## src/rtl/t07_mem_addr_arbiter.sv

```systemverilog
// rtl/t07_mem_addr_arbiter.sv - N-channel memory address arbiter with early-address bypass
//
// Arbitrates NUM_REQ requestors onto one memory address bus. Channel 0 is
// instruction fetch and supplies the idle default address. Once a channel
// wins, the transaction runs to completion through IDLE -> ISSUE -> WAIT
// regardless of what the requestor does with its request line.
//
// Ports:
//   clk, nrst      clock, asynchronous active-low reset
//   req_i          per-channel request level
//   addr_i         per-channel registered address, channel k at [k*ADDR_W +: ADDR_W]
//   addr_comb_i    per-channel combinational early address, same packing
//   mem_busy_i     memory cannot accept the request this cycle
//   mem_ack_i      memory transaction complete (single-cycle pulse)
//   addr_o         address to memory
//   mem_req_o      request to memory (high throughout ISSUE)
//   grant_o        one-hot owner of the current transaction
//   done_o         single-cycle completion pulse to the owner

module t07_mem_addr_arbiter #(
    parameter int ADDR_W  = 32,
    parameter int NUM_REQ = 2,
    parameter int RR_MODE = 0
) (
    input  logic                      clk,
    input  logic                      nrst,
    input  logic [NUM_REQ-1:0]        req_i,
    input  logic [NUM_REQ*ADDR_W-1:0] addr_i,
    input  logic [NUM_REQ*ADDR_W-1:0] addr_comb_i,
    input  logic                      mem_busy_i,
    input  logic                      mem_ack_i,
    output logic [ADDR_W-1:0]         addr_o,
    output logic                      mem_req_o,
    output logic [NUM_REQ-1:0]        grant_o,
    output logic [NUM_REQ-1:0]        done_o
);

    localparam int IDX_W = (NUM_REQ > 1) ? $clog2(NUM_REQ) : 1;

    typedef enum logic [1:0] {
        IDLE  = 2'd0,
        ISSUE = 2'd1,
        WAIT  = 2'd2
    } state_e;

    state_e             state_q, state_d;
    logic [IDX_W-1:0]   gidx_q, gidx_d;
    logic [IDX_W-1:0]   ptr_q, ptr_d;
    logic [NUM_REQ-1:0] grant_q, grant_d;
    logic [ADDR_W-1:0]  latch_q, latch_d;
    logic [IDX_W-1:0]   win_idx;
    logic [ADDR_W-1:0]  comb_sel;

    // Early address of the current owner; only meaningful outside IDLE.
    assign comb_sel = addr_comb_i[int'(gidx_q)*ADDR_W +: ADDR_W];

    // Winner selection. Loops run from the far end downward so the last hit
    // written is the one closest to the search start.
    always_comb begin
        int j;
        win_idx = '0;
        j       = 0;
        if (RR_MODE == 0) begin
            for (int i = NUM_REQ - 1; i >= 0; i--) begin
                if (req_i[i]) begin
                    win_idx = IDX_W'(i);
                end
            end
        end else begin
            for (int k = NUM_REQ - 1; k >= 0; k--) begin
                j = int'(ptr_q) + k;
                if (j >= NUM_REQ) begin
                    j = j - NUM_REQ;
                end
                if (req_i[j]) begin
                    win_idx = IDX_W'(j);
                end
            end
        end
    end

    // State and datapath registers.
    always_ff @(posedge clk or negedge nrst) begin
        if (!nrst) begin
            state_q <= IDLE;
            gidx_q  <= '0;
            ptr_q   <= '0;
            grant_q <= '0;
            latch_q <= '0;
        end else begin
            state_q <= state_d;
            gidx_q  <= gidx_d;
            ptr_q   <= ptr_d;
            grant_q <= grant_d;
            latch_q <= latch_d;
        end
    end

    // Next-state logic.
    always_comb begin
        state_d = state_q;
        gidx_d  = gidx_q;
        ptr_d   = ptr_q;
        grant_d = grant_q;
        latch_d = latch_q;
        case (state_q)
            IDLE: begin
                if (|req_i) begin
                    state_d = ISSUE;
                    gidx_d  = win_idx;
                    grant_d = {{(NUM_REQ-1){1'b0}}, 1'b1} << win_idx;
                end
            end
            ISSUE: begin
                // Keep tracking the early address so the held value is the
                // one presented on the cycle memory finally accepted.
                latch_d = comb_sel;
                if (!mem_busy_i) begin
                    state_d = WAIT;
                end
            end
            WAIT: begin
                if (mem_ack_i) begin
                    state_d = IDLE;
                    grant_d = '0;
                    ptr_d   = (gidx_q == IDX_W'(NUM_REQ - 1)) ? '0 : gidx_q + IDX_W'(1);
                end
            end
            default: begin
                state_d = IDLE;
                grant_d = '0;
            end
        endcase
    end

    // Output logic.
    always_comb begin
        addr_o    = addr_i[ADDR_W-1:0];
        mem_req_o = 1'b0;
        done_o    = '0;
        case (state_q)
            IDLE: begin
                addr_o = addr_i[ADDR_W-1:0];
            end
            ISSUE: begin
                addr_o    = comb_sel;
                mem_req_o = 1'b1;
            end
            WAIT: begin
                addr_o = latch_q;
                if (mem_ack_i) begin
                    done_o = grant_q;
                end
            end
            default: begin
                addr_o = addr_i[ADDR_W-1:0];
            end
        endcase
    end

    assign grant_o = grant_q;

endmodule

```

## config.mk

```make
export PLATFORM = sky130hd
export DESIGN_NAME = t07_mem_addr_arbiter
export DESIGN_NICKNAME = d
export VERILOG_FILES = /design/src/rtl/t07_mem_addr_arbiter.sv
export SDC_FILE = /design/constraint.sdc
export NUM_CORES = 1
export LEC_CHECK = 0
export BUFFER_PORTS_ARGS = -buffer_cell sky130_fd_sc_hd__buf_4
export CORE_ASPECT_RATIO = 1.1
export CORE_MARGIN = 4
export CORE_UTILIZATION = 40
export CTS_BUF_LIST = sky130_fd_sc_hd__clkbuf_16
export DETAILED_ROUTE_END_ITERATION = 16
export HOLD_SLACK_MARGIN = 0.15
export MAX_ROUTING_LAYER = met4
export PLACE_DENSITY_LB_ADDON = 0.12
export SYNTH_ARGS = -nofsm -noshare
export SYNTH_HDL_FRONTEND = slang
export SYNTH_SLANG_ARGS = --single-unit
```

## constraint.sdc

```tcl
create_clock -name clk -period 1.9 [get_ports clk]
set_input_delay 0.19 -clock clk [delete_from_list [all_inputs] [get_ports clk]]
set_output_delay 0.19 -clock clk [all_outputs]
set_load 0.05 [all_outputs]
```

; Yosys cells after proc, flatten, opt, wreduce, memory -nomap -nowiden
; Cells that the tools add are included.
[word_totals]
ff_bits = 37
in_bits = 134
out_inout_bits = 37
wordCells = 29
[op_classes]
eq_ne = 5
shifts = 2
muxes = 12
bitwise = 1
reduce_logical = 5
[ops]
columns = operator, n
row1 = $pmux W32 S2, 1
row2 = $shiftx A64 B7 Y32, 1
row3 = $mux W2, 6
row4 = $pmux W2 S3, 2
row5 = $ne A2 B2 Y1 const B, 3
row6 = $reduce_and A3 Y1, 2
row7 = $mux W1, 3
row8 = $eq A2 B1 Y1 const B, 1
row9 = $eq A2 B2 Y1 const B, 1
row10 = $logic_not A2 Y1, 1
row11 = $reduce_and A2 Y1, 1
row12 = $reduce_or A2 Y1, 1
row13 = $shl A1 B1 Y2 const A, 1
row14 = $not A1 Y1, 1

; Depth between registers and ports, before layout
[logic_depth]
depth_word = 5
mapped_depth = 6
depth_no_buf = 5

; Worst setup path after synthesis
; No wires, ideal clock.
[synth_timing]
path_kind = flip-flop to output port
start = register state_q[0]
end = output addr_o[0]
t_arrival_ps = 2126
t_required_ps = 1710
path_slack_ps = -416
stages_incl_launch_ff = 7
n_path_buf = 2
path_cell_list = dfrtp_1 inv_1 ha_1 clkbuf_1 clkbuf_1 nor2_1 a31oi_1
[synth_between]
elab_chain_len = 2
elab_cells_between_ends = 3
classes_between = eq/ne: 2 / mux: 1
[synth_rtl]
columns = element, line
row1 = start: declaration, 46  ; state_e state_q, state_d;
row2 = start signal: assignment, 91  ; state_q <= state_d;
row3 = $eq A2 B2 Y1 / $eq A2 B1 Y1 (equally long branches), -
row4 = $pmux W32 S2 *, 141  ; case (state_q)
row5 = end: declaration, 32  ; output logic [ADDR_W-1:0] addr_o,
; Every way passes the cells marked *; elsewhere a longest branch is shown, timed or not.

; Final worst setup path
[layout_timing]
start = register state_q[1]
end = output addr_o[18]
; Same word-level chain as after synthesis.

==> impl_metrics.py <==
metrics = {
    "synthesis": {
        "ys_types": 22,
        "synthCells": 304,
        "synth_top_area_share_pct": 38.2,
        "synthTopCellsByArea": "dfrtp_1 38%, mux2_1 15%, nand2_1 10%",
        "yosys.area.top_type": "dfrtp_1",
        "syn_nets": 442,
        "synth_edf_count": 0,
        "syn_area_mm2": 0.00242,
        "synth_flop_cell": "dfrtp_1",
        "avgSynthCellArea_um2": 7.98,
        "ys_seq_area_share_pct": 38.2,
        "synthTopCellsByCount": "65 x nand2_1, 37 x dfrtp_1, 34 x inv_1, 34 x nor2_1",
        "ys_seq_elements": 37,
        "synth.most_common_cell": "nand2_1",
        "ys.warnings.count": 0,
        "async_flop_share_pct": 100,
    },
    "worst_setup_path": {
        "arrival_ns": 1.68,
        "critPathSlowestCell": "dfrtp_1",
        "worstPathMaxFanout": 7,
        "path_cells": "inv_2 -> ha_4 -> buf_12 -> buf_16 -> a31oi_4 -> buf_6",
        "cp-start-kind": "flop",
        "rr_worst_depth": 5,
        "required_ns": 1.71,
        "endpoint_kind": "output port",
        "path_class": "reg -> out",
        "max_stage_delay_ns": 0.40,
        "rrSetupSlack_ns": 0.29,
    },
    "detailed_routing": {
        "drtIter0Drc": 62,
        "wl_per_cell_um": 15.6,
        "final_antenna_net_count": 0,
        "drc": 0,
        "vias": 2651,
        "viasPerCell": 5.06,
        "detail_route.wirelength_mm": 8.15,
        "first_pass_iters": 4,
    },
    "finish": {
        "drive_gt1_share_pct": 46.5,
        "nFillCells": 406,
        "fin_nets": 584,
        "antenna_cells": 0,
        "synthToLayoutAreaGrowth_pct": 86.5,
        "stdcell_area_mm2": 0.00452,
    },
    "sta": {
        "period_share_pct": 98.5,
        "finClkSkew_ns": 0.00454,
        "rsz0062_at_grt": "yes",
        "setup_viol": 0,
        "slew_violations": 0,
        "timing.fmax_mhz": 534,
        "period_minus_slack_ns": 1.87,
        "worst_pin_slew_ns": 0.505,
        "maxSlewHeadroom_pct": 66.4,
        "final_hold_viol_count": 0,
        "finalSetupTns_ns": 0,
    },
    "floorplan": {
        "die_h_um": 89.7,
        "chipWidth_um": 82.2,
        "io_pins": 171,
        "dieArea_mm2": 0.00737,
        "num_rows": 29,
        "core_area_mm2": 0.00584,
        "start_util_pct": 41.5,
    },
    "clock_network": {
        "clkLatencyLatePin_ns": 0.27,
        "clock_sinks": 37,
        "cts_max_path_buffers": 2,
        "tritoncts": "done",
        "cts.root.buffer_cell": "clkbuf_16",
        "cts-buffers-inserted": 5,
        "path_clk_slew_ns": 0.06,
        "htreeDepth": 2,
    },
    "global_routing": {
        "grt_max_degree": 38,
        "grt_pass1_wl_mm": 11.8,
        "grt_pass1_vias": 2537,
        "gr-total-overflow": 0,
        "grt_usage_pct": 21.2,
        "antenna_found_initial": 0,
    },
    "place": {
        "gp_congestion": 0.743,
        "portBuffers": 138,
        "place_hpwl_mm": 5.30,
        "post_dp_cell_area_mm2": 0.00392,
    },
    "hold_path": {
        "hold_depth": 3,
        "hp-class": "in -> reg",
    },
    "outcome": {
        "status": "finished clean",
    },
    "job": {
        "max_cap_viol_count": 0,
    },
}
layout make-up:
cell class	instances	area (um^2)	area share (%)
Sequential cell	37	926	20.5
Clock buffer	5	125	2.77
Timing Repair Buffer	157	1500	33.2
Tap cell	77	96.3	2.13
Multi-Input combinational cell	211	1710	37.7
Inverter	34	128	2.82
Clock inverter	3	37.5	0.830
placed cells by master (no fill, tap or decap):
cell type      count
dfrtp_1           37
ha_1               1
nand2_1           65
buf_12             7
nor2_2             3
a31oi_2            9
a31oi_4           23
clkbuf_16          7
mux2_2             2
nor2b_4            1
a211o_1            1
a32o_2             1
o21ai_1           32
inv_2              2
dlygate4sd3_1      2
nor3b_2            1
bufbuf_16          1
ha_4               3
buf_6             35
mux2_1            32
clkinv_1           1
and3_1             2
buf_16             2
or3_4              1
mux2_4             1
bufinv_16          1
buf_4            108
nor2_1            31
inv_1             33
a21oi_1            2
stage by stage:
| step | instances | hold WS [ns] | setup slack [ns] | util, % |
|---|---|---|---|---|
| 2_1_floorplan | 304 | -0.106 | -0.192 | - |
| 3_3_place_gp | 505 | 0.193 | 0.224 | 67.1 |
| 3_5_place_dp | 505 | 0.193 | 0.192 | 67.1 |
| 4_1_cts | 521 | 0.206 | -0.00256 | 74.3 |
| 5_1_grt | 524 | 0.243 | -0.0264 | 77.4 |
| 6_report | 524 | 0.214 | 0.0288 | 77.4 |
what timing repair did:
item | CTS | global route
pin swaps | 1 | 2
hold buffers | 2 | 0
cloned | 3 | 2
endpoints found under the hold margin | 38 | 0
setup endpoints to repair | 32 | 32
buffers inserted | 3 | 1
resized for setup | 33 | 21
critical path: cells and delay by family, from the launching register on:
kind | cells | cell delay (ns)
flip-flops | 1 | 0.40
buffers and inverters | 4 | 0.57
AO/OA/AOI/OAI | 1 | 0.18
adder cells (fa/ha/maj) | 1 | 0.25
per-layer routing:
layer	part of all wire [%]	GRT usage [%]	up-vias	routed length, um
met5	0	-	-	0
met1	38	24.7	1260	3140
met3	7.6	3.69	4	621
li1	-	-	1302	-
met2	53	38.1	85	4340
met4	0.59	4.08	0	48
kinds of logic (layout without fill, tap and decap cells):
family	count (synthesis)	count (layout)	synth area share, %
buffers and inverters	56	199	9.86
adders and majority gates	4	4	2.06
AOI/OAI and AO/OA	68	68	16.1
DFF	37	37	38.2
and+or+nand+nor	104	104	17.4
muxes	35	35	16.4
worst paths after layout:
| check | from | end |
|---|---|---|
| setup / recovery | state_q[1]$_DFFE_PN0P_ | addr_o[18] |
| hold / removal | req_i[1] | gidx_q$_DFFE_PN0P_ |
| setup reg to reg | state_q[0]$_DFFE_PN0P_ | state_q[0]$_DFFE_PN0P_ |
| hold reg to reg | latch_q[21]$_DFFE_PN0N_ | latch_q[21]$_DFFE_PN0N_ |
| max in group asynchronous | nrst | latch_q[29]$_DFFE_PN0N_ |
| min in group asynchronous | nrst | grant_o[1]$_DFFE_PN0P_ |
state kept, by name, indices dropped and copies added, names as in the netlist:
register	flops
state_q	2
gidx_q	1
latch_q	32
grant_o	2
Power is left out: the tool's default activity adds up to more than one toggle a clock period on the data nets, which glitch-free logic cannot reach.
